<file path="config.mk">
export PLATFORM = sky130hd
export DESIGN_NAME = gpio_atr_sequencer_flat
export DESIGN_NICKNAME = d
export VERILOG_FILES = /design/src/rtl/gpio_atr_pkg.sv /design/src/rtl/gpio_atr_sequencer_if.sv /design/src/rtl/gpio_atr_regs.sv /design/src/rtl/gpio_atr_sequencer.sv /design/src/flat_wrapper.sv
export SDC_FILE = /design/constraint.sdc
export NUM_CORES = 1
export LEC_CHECK = 0
export BUFFER_PORTS_ARGS = -buffer_cell sky130_fd_sc_hd__buf_2
export CAP_MARGIN = 5
export CORE_UTILIZATION = 40
export CTS_CLUSTER_DIAMETER = 80
export DETAILED_ROUTE_END_ITERATION = 12
export SKIP_LAST_GASP = 1
export SYNTH_ARGS = -nofsm -noshare
export SYNTH_HDL_FRONTEND = slang
export SYNTH_HIERARCHICAL = 1
export SYNTH_SLANG_ARGS = --single-unit
</file>
<file path="constraint.sdc">
create_clock -name clk -period 2.4 [get_ports clk]
set_input_delay 0.72 -clock clk [delete_from_list [all_inputs] [get_ports clk]]
set_output_delay 0.72 -clock clk [all_outputs]
set_load 0.01 [all_outputs]
</file>
<file path="src/rtl/gpio_atr_pkg.sv">
// Shared definitions for the GPIO ATR sequencer: state encoding, register
// offsets within the settings window, and the width of the HOLD register.
package gpio_atr_pkg;

  typedef enum logic [2:0] {
    ST_IDLE = 3'd0,
    ST_RX   = 3'd1,
    ST_TX   = 3'd2,
    ST_FDX  = 3'd3,
    ST_HOLD = 3'd4
  } atr_state_e;

  localparam logic [7:0] REG_IDLE   = 8'd0;
  localparam logic [7:0] REG_RX     = 8'd1;
  localparam logic [7:0] REG_TX     = 8'd2;
  localparam logic [7:0] REG_FDX    = 8'd3;
  localparam logic [7:0] REG_DDR    = 8'd4;
  localparam logic [7:0] REG_MANUAL = 8'd5;
  localparam logic [7:0] REG_HOLD   = 8'd6;

  localparam int HOLD_W = 16;

  function automatic atr_state_e state_from_pins(input logic tx_en, input logic rx_en);
    case ({tx_en, rx_en})
      2'b01:   return ST_RX;
      2'b10:   return ST_TX;
      2'b11:   return ST_FDX;
      default: return ST_IDLE;
    endcase
  endfunction

endpackage

</file>
<file path="src/rtl/gpio_atr_sequencer_if.sv">
// Settings write bus: one-cycle strobe with an 8-bit address and 32-bit data.
interface gpio_atr_sequencer_if;

  logic        set_stb;
  logic [7:0]  set_addr;
  logic [31:0] set_data;

  modport master (output set_stb, output set_addr, output set_data);
  modport slave  (input  set_stb, input  set_addr, input  set_data);

endinterface

</file>
<file path="src/rtl/gpio_atr_regs.sv">
// Settings-bus decode and register file for the ATR pattern, direction,
// manual-mask and hold-length registers.
module gpio_atr_regs
  import gpio_atr_pkg::*;
#(
  parameter int WIDTH = 32,
  parameter int BASE  = 0
) (
  input  logic                      clk,
  input  logic                      reset_n,
  gpio_atr_sequencer_if.slave       set_bus,
  output logic [WIDTH-1:0]          idle_reg,
  output logic [WIDTH-1:0]          rx_reg,
  output logic [WIDTH-1:0]          tx_reg,
  output logic [WIDTH-1:0]          fdx_reg,
  output logic [WIDTH-1:0]          ddr_reg,
  output logic [WIDTH-1:0]          manual_reg,
  output logic [HOLD_W-1:0]         hold_reg
);

  localparam logic [7:0] ADDR_BASE = 8'(BASE);

  logic [7:0]        offset;
  logic [WIDTH-1:0]  wdata;
  logic [WIDTH-1:0]  idle_d, rx_d, tx_d, fdx_d, ddr_d, manual_d;
  logic [WIDTH-1:0]  idle_q, rx_q, tx_q, fdx_q, ddr_q, manual_q;
  logic [HOLD_W-1:0] hold_d, hold_q;

  assign offset = set_bus.set_addr - ADDR_BASE;
  assign wdata  = set_bus.set_data[WIDTH-1:0];

  always_comb begin
    idle_d   = idle_q;
    rx_d     = rx_q;
    tx_d     = tx_q;
    fdx_d    = fdx_q;
    ddr_d    = ddr_q;
    manual_d = manual_q;
    hold_d   = hold_q;
    if (set_bus.set_stb) begin
      case (offset)
        REG_IDLE:   idle_d   = wdata;
        REG_RX:     rx_d     = wdata;
        REG_TX:     tx_d     = wdata;
        REG_FDX:    fdx_d    = wdata;
        REG_DDR:    ddr_d    = wdata;
        REG_MANUAL: manual_d = wdata;
        REG_HOLD:   hold_d   = set_bus.set_data[HOLD_W-1:0];
        default:    ;
      endcase
    end
  end

  always_ff @(posedge clk or negedge reset_n) begin
    if (!reset_n) begin
      idle_q   <= '0;
      rx_q     <= '0;
      tx_q     <= '0;
      fdx_q    <= '0;
      ddr_q    <= '0;
      manual_q <= '0;
      hold_q   <= '0;
    end else begin
      idle_q   <= idle_d;
      rx_q     <= rx_d;
      tx_q     <= tx_d;
      fdx_q    <= fdx_d;
      ddr_q    <= ddr_d;
      manual_q <= manual_d;
      hold_q   <= hold_d;
    end
  end

  assign idle_reg   = idle_q;
  assign rx_reg     = rx_q;
  assign tx_reg     = tx_q;
  assign fdx_reg    = fdx_q;
  assign ddr_reg    = ddr_q;
  assign manual_reg = manual_q;
  assign hold_reg   = hold_q;

endmodule

</file>
<file path="src/rtl/gpio_atr_sequencer.sv">
// Automatic transmit/receive GPIO sequencer: picks a pin pattern from the
// radio's rx/tx activity, optionally holding the TX pattern after tx ends.
module gpio_atr_sequencer
  import gpio_atr_pkg::*;
#(
  parameter int WIDTH = 32,
  parameter int BASE  = 0
) (
  input  logic                 clk,
  input  logic                 reset_n,
  gpio_atr_sequencer_if.slave  set_bus,
  input  logic                 rx_en,
  input  logic                 tx_en,
  input  logic [WIDTH-1:0]     gpio_in,
  output logic [WIDTH-1:0]     gpio_out,
  output logic [WIDTH-1:0]     gpio_ddr,
  output logic [WIDTH-1:0]     rb_data,
  output logic [2:0]           atr_state
);

  logic [WIDTH-1:0]  idle_reg, rx_reg, tx_reg, fdx_reg, ddr_reg, manual_reg;
  logic [HOLD_W-1:0] hold_reg;

  gpio_atr_regs #(.WIDTH(WIDTH), .BASE(BASE)) u_regs (
    .clk        (clk),
    .reset_n    (reset_n),
    .set_bus    (set_bus),
    .idle_reg   (idle_reg),
    .rx_reg     (rx_reg),
    .tx_reg     (tx_reg),
    .fdx_reg    (fdx_reg),
    .ddr_reg    (ddr_reg),
    .manual_reg (manual_reg),
    .hold_reg   (hold_reg)
  );

  atr_state_e        state_d, state_q;
  logic [HOLD_W-1:0] hold_cnt_d, hold_cnt_q;
  logic [WIDTH-1:0]  hold_pat_d, hold_pat_q;
  logic [WIDTH-1:0]  gpio_out_d, gpio_out_q;
  logic [WIDTH-1:0]  gpio_ddr_q, rb_data_q;
  logic [WIDTH-1:0]  sel_pat;

  // HOLD snapshots the active TX/FDX pattern value so later pattern writes
  // cannot disturb the tail; a tx_en reassertion or count==1 leaves it.
  always_comb begin
    state_d    = state_from_pins(tx_en, rx_en);
    hold_cnt_d = hold_cnt_q;
    hold_pat_d = hold_pat_q;
    case (state_q)
      ST_TX, ST_FDX: begin
        if (!tx_en && (hold_reg != '0)) begin
          state_d    = ST_HOLD;
          hold_cnt_d = hold_reg;
          hold_pat_d = (state_q == ST_TX) ? tx_reg : fdx_reg;
        end
      end
      ST_HOLD: begin
        if (!tx_en && (hold_cnt_q != HOLD_W'(1))) begin
          state_d    = ST_HOLD;
          hold_cnt_d = hold_cnt_q - HOLD_W'(1);
        end
      end
      default: ;
    endcase
  end

  always_comb begin
    case (state_q)
      ST_RX:   sel_pat = rx_reg;
      ST_TX:   sel_pat = tx_reg;
      ST_FDX:  sel_pat = fdx_reg;
      ST_HOLD: sel_pat = hold_pat_q;
      default: sel_pat = idle_reg;
    endcase
    gpio_out_d = (manual_reg & idle_reg) | (~manual_reg & sel_pat);
  end

  always_ff @(posedge clk or negedge reset_n) begin
    if (!reset_n) begin
      state_q    <= ST_IDLE;
      hold_cnt_q <= '0;
      hold_pat_q <= '0;
      gpio_out_q <= '0;
      gpio_ddr_q <= '0;
      rb_data_q  <= '0;
    end else begin
      state_q    <= state_d;
      hold_cnt_q <= hold_cnt_d;
      hold_pat_q <= hold_pat_d;
      gpio_out_q <= gpio_out_d;
      gpio_ddr_q <= ddr_reg;
      rb_data_q  <= gpio_in;
    end
  end

  assign gpio_out  = gpio_out_q;
  assign gpio_ddr  = gpio_ddr_q;
  assign rb_data   = rb_data_q;
  assign atr_state = state_q;

endmodule

</file>
<file path="src/flat_wrapper.sv">
// flat-port wrapper written by rule: the top's interface ports become plain ports
module gpio_atr_sequencer_flat import gpio_atr_pkg::*;
#(
  parameter int WIDTH = 32,
  parameter int BASE  = 0
)
  (clk, reset_n, rx_en, tx_en, gpio_in, gpio_out, gpio_ddr, rb_data, atr_state, set_bus_set_stb, set_bus_set_addr, set_bus_set_data);
  gpio_atr_sequencer_if set_bus_i ();
  input  logic clk;
  input  logic reset_n;
  input  logic rx_en;
  input  logic tx_en;
  input  logic [WIDTH-1:0] gpio_in;
  output logic [WIDTH-1:0] gpio_out;
  output logic [WIDTH-1:0] gpio_ddr;
  output logic [WIDTH-1:0] rb_data;
  output logic [2:0] atr_state;
  input wire logic [$bits(set_bus_i.set_stb)-1:0] set_bus_set_stb;
  input wire logic [$bits(set_bus_i.set_addr)-1:0] set_bus_set_addr;
  input wire logic [$bits(set_bus_i.set_data)-1:0] set_bus_set_data;
  assign set_bus_i.set_stb = set_bus_set_stb;
  assign set_bus_i.set_addr = set_bus_set_addr;
  assign set_bus_i.set_data = set_bus_set_data;
  gpio_atr_sequencer #(.WIDTH(WIDTH), .BASE(BASE)) u_core (.clk(clk), .reset_n(reset_n), .set_bus(set_bus_i), .rx_en(rx_en), .tx_en(tx_en), .gpio_in(gpio_in), .gpio_out(gpio_out), .gpio_ddr(gpio_ddr), .rb_data(rb_data), .atr_state(atr_state));
endmodule
</file>
==> results of run 1 <==
synthesized netlist by cell type (4+ instances only):
library cell | instances | area share, %
nand2_1 | 38 | 1.0
dfrtp_1 | 355 | 64
buf_6 | 11 | 0.89
o22a_1 | 4 | 0.25
nor2_1 | 96 | 2.6
a22oi_1 | 65 | 3.5
mux2_2 | 208 | 17
mux2i_1 | 33 | 2.4
buf_2 | 12 | 0.43
a31oi_1 | 35 | 1.6
a21oi_1 | 12 | 0.43
nor3_1 | 7 | 0.25
clkbuf_1 | 32 | 0.87
nand4_1 | 4 | 0.18
o21ai_0 | 46 | 1.7
nor4_1 | 8 | 0.36
cell usage in the layout (no fill, tap or decap), types with 3 or more instances in the layout:
| master | n |
|---|---|
| a21oi_1 | 12 |
| a22oi_1 | 65 |
| a2bb2oi_1 | 3 |
| a31oi_1 | 35 |
| buf_12 | 16 |
| buf_2 | 176 |
| buf_4 | 32 |
| bufinv_16 | 7 |
| clkbuf_16 | 42 |
| clkbuf_8 | 10 |
| clkinv_2 | 6 |
| dfrtp_1 | 354 |
| mux2_2 | 208 |
| mux2i_1 | 33 |
| nand2_1 | 37 |
| nand3_2 | 3 |
| nand4_1 | 4 |
| nor2_1 | 92 |
| nor2_4 | 3 |
| nor2b_1 | 3 |
| nor3_1 | 6 |
| nor3b_1 | 3 |
| nor4_1 | 8 |
| o21ai_0 | 46 |
| o22a_1 | 4 |
power by group through the flow:
stage / Sequential [mW] / Clock, mW / Combinational, mW
floorplan: 6.90 / 0 / 0.948
global placement: 6.85 / 0 / 1.87
detailed placement: 6.86 / 0 / 1.89
CTS: 6.76 / 6.86 / 1.90
global route: 6.83 / 7.09 / 2.12
finish: 6.77 / 6.65 / 1.91
area by class of cell:
cell class	instances	area share [%]
sequential	355	51.8
multi-input combinational	594	27.6
clock inverter	17	1.63
clock buffer	54	6.98
inverter	4	0.0876
timing repair buffer	227	8.63
antenna	1	0.0146
tap	448	3.27
cell families after synthesis:
kind of cell	count (synthesis)
flip-flops	355
multiplexers	241
AND/OR/NAND/NOR	176
AO/OA/AOI/OAI	174
buffers and inverters	61
adder cells (fa/ha/maj)	2
XOR/XNOR	1
worst paths after layout:
path                                        endpoint  cells past startpoint
setup / recovery               u_core/hold_cnt_q[14]                      8
hold reg to reg                   u_core/gpio_ddr[7]                      0
min in group clk                  u_core/rb_data[13]                      1
setup reg to reg               u_core/hold_cnt_q[14]                      8
hold / removal                   u_core/gpio_ddr[10]                      1
max in group asynchronous  u_core/u_regs/ddr_reg[23]                      2
layer usage:
metal  track usage, %  routed length [um]  vias to the layer above
met1             24.8               14400                     4468
met3             3.50                1550                       50
met5                0                   0                        -
li1                 -                   -                     4092
met2             29.1               14800                      225
met4             5.03                 678                        0
worst max-delay path, stage by stage (launching register included):
cell,delay (ns)
dfrtp_1,0.39
inv_2,0.09
ha_4,0.12
or4b_4,0.44
or4_4,0.50
a22oi_2,0.31
buf_6,0.19
nor2_2,0.05
o22a_1,0.18
what timing repair did:
item	4_1_cts	5_1_grt
setup endpoints to repair	0	10
resized for setup	0	11
buffers inserted	0	3
hold buffers	0	0
stage by stage:
step | area (sq um) | utilization [%] | hold WS, ns | std cells
finish | 17100 | 50.7 | 0.105 | 1700
floorplan | 13900 | - | 0.349 | 1010
global placement | 15600 | 46.2 | 0.354 | 1623
global route | 17100 | 50.7 | 0.123 | 1699
CTS | 17100 | 50.5 | 0.121 | 1694
detailed placement | 15600 | 46.2 | 0.356 | 1623
==> results.txt, run 1 <==
outcome: finished, final reports clean
global route overflow: 0
worst reg2reg setup slack: 0.01 ns
post-synthesis compound-gate area fraction: 8.23%
Die Y: 188 um
switching fraction of total power: 24.8%
Reg power frac: 44.1%
worst slack at placement: 0.0355 ns
Setup TNS Final: 0 ns
Syn Nets: 1089
Min-Delay Path Class: input pin to asynchronous set/reset pin
# fillers: 2887
Slew Limit Headroom: 66.4%
# H-tree levels: 2
mapped cell area: 13900 sq um
remaining antenna violation count after routing: 0
Synth Area in XOR/XNOR: 0.0632%
dominant synthesized flop cell: dfrtp_1
Max Slew Vio Count: 0
maximum fanout along the worst path: 8
reg2reg start: u_core/hold_cnt_q[1]
Setup Crit Path Kind: register to register
Net Switching: 3.80 mW
Vias/cell: 5.20
Die ar.: 35400 sq um
Die W: 188 um
proportion of layout cells with a drive suffix above 1: 42.3%
Initial Utilization: 41.0%
Critical Path Source: u_core/hold_cnt_q[1]
largest net degree at the start of global routing: 65
Synth async-reset ratio: 100%
Routed WL: 31400 um
YS warnings: 6
CP arrival: 2.81 ns
vias: 8835
global-route wire length before repair: 50000 um
Worst setup EP type: register
part of the cycle the worst path needs: 99.5%
Pwr Density: 895 nW/um^2
final hold violations: 0
DR DRC count: 0
final setup violating endpoints: 0
Worst VDD drop: 960 uV
TritonRoute pass-1 iters: 5
Pint: 11.5 mW
worst-margin pin slew: 0.499 ns
Period minus WS final: 2.39 ns
EDFF count, synth: 0
worst-skew pair later-pin latency: 0.53 ns
GRT Total Usage: 18.0%
initial antenna violation count: 1
Synth Area in Simple Gates: 5.72%
placer's final routability congestion estimate: 0.775
Wirelength per Cell: 18.5 um
Clock Power Share: 43.4%
total power: 15.3 mW
# nets final: 1301
DRT iter0 DRCs: 497
combinational family with the most area after synthesis: multiplexers
Yosys reg bits: 355
fmax: 0.419 GHz
area of the multi-input gates: 4730 sq um
CTS tree: built
# IOs: 176
Root Buffer: clkbuf_16
Core ar.: 33800 sq um
syn avg cell area: 13.7 sq um
mux share of post-synthesis cell area: 19.3%
Num CTS Buffers: 40
Synth Area in Adders: 0.181%
# rows: 67
required time worst endpoint: 2.82 ns
Worst Clk Skew: 0.0182 ns
clk sinks: 355
Max Cap Viol: 0
IO buf count: 175
clk slew on worst S/H paths: 0.06 ns
vias in the first global route: 9062
combinational share of power: 12.5%
final HPWL from detailed placement: 19500 um
final worst setup slack: 0.0131 ns
Sequential Area: 8880 sq um
number of library cell types mapped by synthesis: 41
Area growth, synth to finish: 23.7%
Worst setup SP type: register
RSZ-0062 raised after global routing: true
Seq/Total Area, Yosys: 64.1%
clock buffer depth: 3
cells after synthesis: 1010
Lkg Pwr: 8.47 nW
No activity file was read; power rests on OpenSTA's default activity.
==> run 2, diff against run 1 <==
--- a/config.mk
+++ b/config.mk
@@ -10,6 +10,7 @@
 export CORE_UTILIZATION = 40
 export CTS_CLUSTER_DIAMETER = 80
 export DETAILED_ROUTE_END_ITERATION = 12
+export RECOVER_POWER = 100
 export SKIP_LAST_GASP = 1
 export SYNTH_ARGS = -nofsm -noshare
 export SYNTH_HDL_FRONTEND = slang
==> run 2 against run 1 <==
Final cell count is the same. Hold slack improved by 0.19 ns. Fmax fell by 0.14%. First-iteration DRC count decreased by 7.0%. Final area shrank 2.2%. Via count up 0.15%. Count of clock-buffer cells in the layout unchanged. Routed wire length up 0.19%. Critical path depth stayed put. Critical endpoint unchanged. Highest routed layer unchanged.
==> results.txt, run 2 (same netlist as run 1, synthesis figures left out) <==
Worst setup EP type: register
DP Area: 15600 sq um
Worst Clk Skew: 0.0128 ns
Root Buffer: clkbuf_16
remaining antenna violation count after routing: 0
number of cells on the critical path: 8
# nets final: 1301
Min-Delay Path Class: input pin to register
Period minus WS final: 2.39 ns
combinational share of power: 11.9%
Slew Limit Headroom: 4.83%
max incr delay on CP: 0.50 ns
Bufs and invs on worst path: 2
Clock Power Share: 43.7%
# rows: 67
IO buf count: 175
placer's final routability congestion estimate: 0.775
TritonRoute pass-1 iters: 4
critical-path cell list: inv_2 -> ha_4 -> or4b_4 -> or4_4 -> a22oi_2 -> buf_6 -> nor2_2 -> o22a_1
Worst setup SP type: register
global-route wire length before repair: 50000 um
Routed WL: 31400 um
Area growth, synth to finish: 21.0%
final setup violating endpoints: 0
most common cell after layout, fill and taps aside: dfrtp_1
Core ar.: 33800 sq um
Initial Utilization: 41.0%
part of the cycle the worst path needs: 99.6%
Min-Delay Path Depth: 1
Lkg Pwr: 8.02 nW
proportion of layout cells with a drive suffix above 1: 33.5%
Die W: 188 um
CP arrival: 2.81 ns
DR DRC count: 0
global route overflow: 0
Num CTS Buffers: 40
hold-fix buffers at CTS: 0
clk slew on worst S/H paths: 0.06 ns
RSZ-0062 raised after global routing: true
worst-margin pin slew: 1.43 ns
commonest non-fill, non-tap cells in the layout: dfrtp_1 (354), mux2_2 (208), clkbuf_1 (107), nor2_1 (92), buf_2 (78)
Die Y: 188 um
final hold violations: 0
fmax: 0.418 GHz
CTS tree: built
GRT Total Usage: 18.0%
Max Slew Vio Count: 0
Setup Crit Path Kind: register to register
Worst path slowest cell: or4_4
Wirelength per Cell: 18.5 um
outcome: finished, final reports clean
# H-tree levels: 2
Pwr Density: 910 nW/um^2
required time worst endpoint: 2.82 ns
Final Cell Area: 16800 sq um
worst-skew pair later-pin latency: 0.53 ns
vias in the first global route: 9062
Pint: 11.5 mW
vias: 8848
Die ar.: 35400 sq um
switching fraction of total power: 24.9%
# fillers: 2973
final HPWL from detailed placement: 19500 um
Top delay family on crit path: simple AND/OR/NAND/NOR gates
largest net degree at the start of global routing: 65
# IOs: 176
Reg power frac: 44.4%
R2R cell count: 8
Max Cap Viol: 0
initial antenna violation count: 1
Worst VDD drop: 958 uV
total power: 15.3 mW
Net Switching: 3.80 mW
Vias/cell: 5.20
clk sinks: 355
maximum fanout along the worst path: 8
clock buffer depth: 3
DRT iter0 DRCs: 462
## run 2: area by class of cell
| cell class | count | area (sq um) | area share [%] |
|---|---|---|---|
| sequential | 355 | 8880 | 53.0 |
| antenna | 1 | 2.50 | 0.0149 |
| inverter | 4 | 15.0 | 0.0895 |
| clock buffer | 54 | 1200 | 7.13 |
| timing repair buffer | 227 | 1130 | 6.75 |
| clock inverter | 17 | 280 | 1.67 |
| multi-input combinational | 594 | 4700 | 28.0 |
| tap | 448 | 561 | 3.34 |
## run 2: power groups by stage
stage	Sequential (mW)	Clock [mW]	Combinational, mW
finish	6.77	6.66	1.82
global route	6.83	7.09	2.03
CTS	6.76	6.86	1.90
detailed placement	6.86	0	1.89
global placement	6.85	0	1.87
floorplan	6.90	0	0.948
## run 2: what timing repair did
action,4_1_cts,5_1_grt
setup buffers,0,3
endpoints found under the setup margin,0,10
resized for setup,0,11
## run 2: path summary, 6_finish.rpt
path / startpoint / endpoint / slack (ns)
min in group asynchronous: reset_n / u_core/gpio_ddr[10] / 0.51
min: gpio_in[1] / u_core/rb_data[1] / 0.29
max in group asynchronous: reset_n / u_core/rb_data[25] / 0.35
max: u_core/hold_cnt_q[1] / u_core/hold_cnt_q[14] / 0.01
min reg2reg: u_core/u_regs/ddr_reg[7] / u_core/gpio_ddr[7] / 0.37
max reg2reg: u_core/hold_cnt_q[1] / u_core/hold_cnt_q[14] / 0.01
## run 2: per-layer routing
layer  vias to the layer above  track usage (%)  routed length [um]
met3                        50             3.50                1770
met4                         0             5.03                 673
li1                       4083                -                   -
met1                      4474             24.8               14300
met2                       241             29.1               14700
met5                         -                0                   0
## run 2: stage by stage
stage / instances / utilization, % / setup slack [ns] / hold slack [ns] / setup TNS, ns
5_1_grt: 1699 / 49.6 / -0.0529 / 0.265 / -1.48
2_1_floorplan: 1010 / - / 0.142 / 0.349 / 0
3_3_place_gp: 1623 / 46.2 / 0.0507 / 0.354 / 0
6_report: 1700 / 49.6 / 0.00967 / 0.293 / 0
3_5_place_dp: 1623 / 46.2 / 0.0355 / 0.356 / 0
4_1_cts: 1694 / 50.5 / 0.0203 / 0.121 / 0
==> run 3, diff against run 2 <==
--- a/config.mk
+++ b/config.mk
@@ -7,10 +7,10 @@
 export LEC_CHECK = 0
 export BUFFER_PORTS_ARGS = -buffer_cell sky130_fd_sc_hd__buf_2
 export CAP_MARGIN = 5
-export CORE_UTILIZATION = 40
+export CORE_UTILIZATION = 58
 export CTS_CLUSTER_DIAMETER = 80
 export DETAILED_ROUTE_END_ITERATION = 12
-export RECOVER_POWER = 100
+export PLACE_DENSITY = 0.8
 export SKIP_LAST_GASP = 1
 export SYNTH_ARGS = -nofsm -noshare
 export SYNTH_HDL_FRONTEND = slang
==> run 3 against run 2 <==
Hold slack lost 0.24 ns. Die area shrank 31%. Fmax grew 1.6%. Critical path depth is the same. Critical endpoint unchanged. Count of clock-buffer cells in the layout shrank 2. Register-to-register slack gained 0.04 ns.
==> results.txt, run 3 (same netlist as run 1, synthesis figures left out) <==
outcome: finished, final reports clean
fmax: 0.425 GHz
largest net degree at the start of global routing: 80
Initial Utilization: 59.0%
Die Y: 157 um
TritonRoute pass-1 iters: 5
placed cells: 1493
# fillers: 1570
# nets final: 1293
Worst VDD drop: 641 uV
part of the cycle the worst path needs: 98.0%
# H-tree levels: 2
Routed WL: 29300 um
Die ar.: 24500 sq um
Setup Crit Path Kind: register to register
CP arrival: 2.75 ns
DR DRC count: 0
final hold violations: 0
vias: 8891
Vias/cell: 5.69
Die W: 157 um
IO buf count: 175
Worst setup SP type: register
placer's final routability congestion estimate: 0.895
area of the multi-input gates: 4700 sq um
vias in the first global route: 9220
worst-skew pair later-pin latency: 0.52 ns
worst slack at placement: 0.0420 ns
RSZ-0062 raised after global routing: true
initial antenna violation count: 2
DRT iter0 DRCs: 424
Setup TNS Final: 0 ns
Num CTS Buffers: 36
Area growth, synth to finish: 20.8%
final setup violating endpoints: 0
required time worst endpoint: 2.80 ns
worst-margin pin slew: 0.425 ns
Sequential Area: 8880 sq um
Worst Clk Skew: 0.0181 ns
GRT Total Usage: 25.2%
clk slew on worst S/H paths: 0.06 ns
final HPWL from detailed placement: 18800 um
clk sinks: 355
proportion of layout cells with a drive suffix above 1: 41.0%
global route overflow: 0
Wirelength per Cell: 18.8 um
most common cell after layout, fill and taps aside: dfrtp_1
clock buffer depth: 3
Max Cap Viol: 0
# rows: 56
commonest non-fill, non-tap cells in the layout: dfrtp_1 (355), mux2_2 (208), buf_2 (174), nor2_1 (93), a22oi_1 (65)
hold-fix buffers at CTS: 0
Max Slew Vio Count: 0
final worst setup slack: 0.0481 ns
maximum fanout along the worst path: 15
Min-Delay Path Class: input pin to asynchronous set/reset pin
# IOs: 176
Core ar.: 23500 sq um
CTS tree: built
Period minus WS final: 2.35 ns
global-route wire length before repair: 47900 um
Lkg Pwr: 8.36 nW
Finished Layout Cells: 1562
Final Cell Area: 16700 sq um
DP Area: 15400 sq um
total power: 14.6 mW
Pwr Density: 870 nW/um^2
Root Buffer: clkbuf_16
Finished Core Util: 71.3%
Worst setup EP type: register
Slew Limit Headroom: 71.6%
remaining antenna violation count after routing: 0
Hold Slack: 0.0517 ns
[run 3: cell types whose count changed in the layout (fill, tap and decap cells not counted), sizes merged]
cell | before | now
buf | 101 | 223
diode | 1 | 2
clkinv | 8 | 4
bufinv | 7 | 6
inv | 4 | 7
clkinvlp | 2 | 0
clkbuf | 180 | 52
[run 3: final timing paths]
kind | slack, ns | startpoint | endpoint | cells past startpoint
worst max-delay path | 0.05 | u_core/hold_cnt_q[1] | u_core/hold_cnt_q[14] | 8
worst min-delay path | 0.05 | reset_n | u_core/rb_data[3] | 1
worst max register to register | 0.05 | u_core/hold_cnt_q[1] | u_core/hold_cnt_q[14] | 8
worst min register to register | 0.37 | u_core/u_regs/ddr_reg[9] | u_core/gpio_ddr[9] | 0
max in group asynchronous | 1.60 | reset_n | u_core/gpio_out[14] | 3
min in group clk | 0.31 | gpio_in[22] | u_core/rb_data[22] | 1
[run 3: timing repair]
item                                    4_1_cts  5_1_grt
endpoints found under the setup margin        0        8
setup buffers                                 0        2
resized for setup                             0        8
[run 3: cell type report]
cell class | count | share of cell area, %
sequential | 355 | 53.1
multi-input combinational | 594 | 28.1
timing repair buffer | 223 | 8.69
clock buffer | 52 | 6.29
tap | 319 | 2.38
clock inverter | 13 | 1.35
inverter | 4 | 0.0897
antenna | 2 | 0.0299
[run 3: power breakdown]
group,switching [mW],internal [mW],leakage [nW]
registers,0.293,6.48,4.78
logic,1.07,0.770,2.95
clock network,2.24,3.71,0.630
total,3.60,11.0,8.36
[run 3: layer usage]
metal / track usage, % / part of all wire [%] / wire [um] / up-vias
met1: 33.5 / 43 / 12700 / 4529
met3: 3.52 / 4.2 / 1240 / 49
met2: 42.9 / 50 / 14700 / 250
met4: 7.98 / 2.2 / 659 / 0
li1: - / - / - / 4063
met5: 0 / 0 / 0 / -
[run 3: worst max-delay path, stage by stage (launching register included)]
cell and delay [ns]:
dfrtp_1 0.39, inv_2 0.08, ha_1 0.13, or4b_4 0.45, or4_4 0.55, a22oi_2 0.22, buf_6 0.19, nor2_1 0.06
o22a_1 0.18
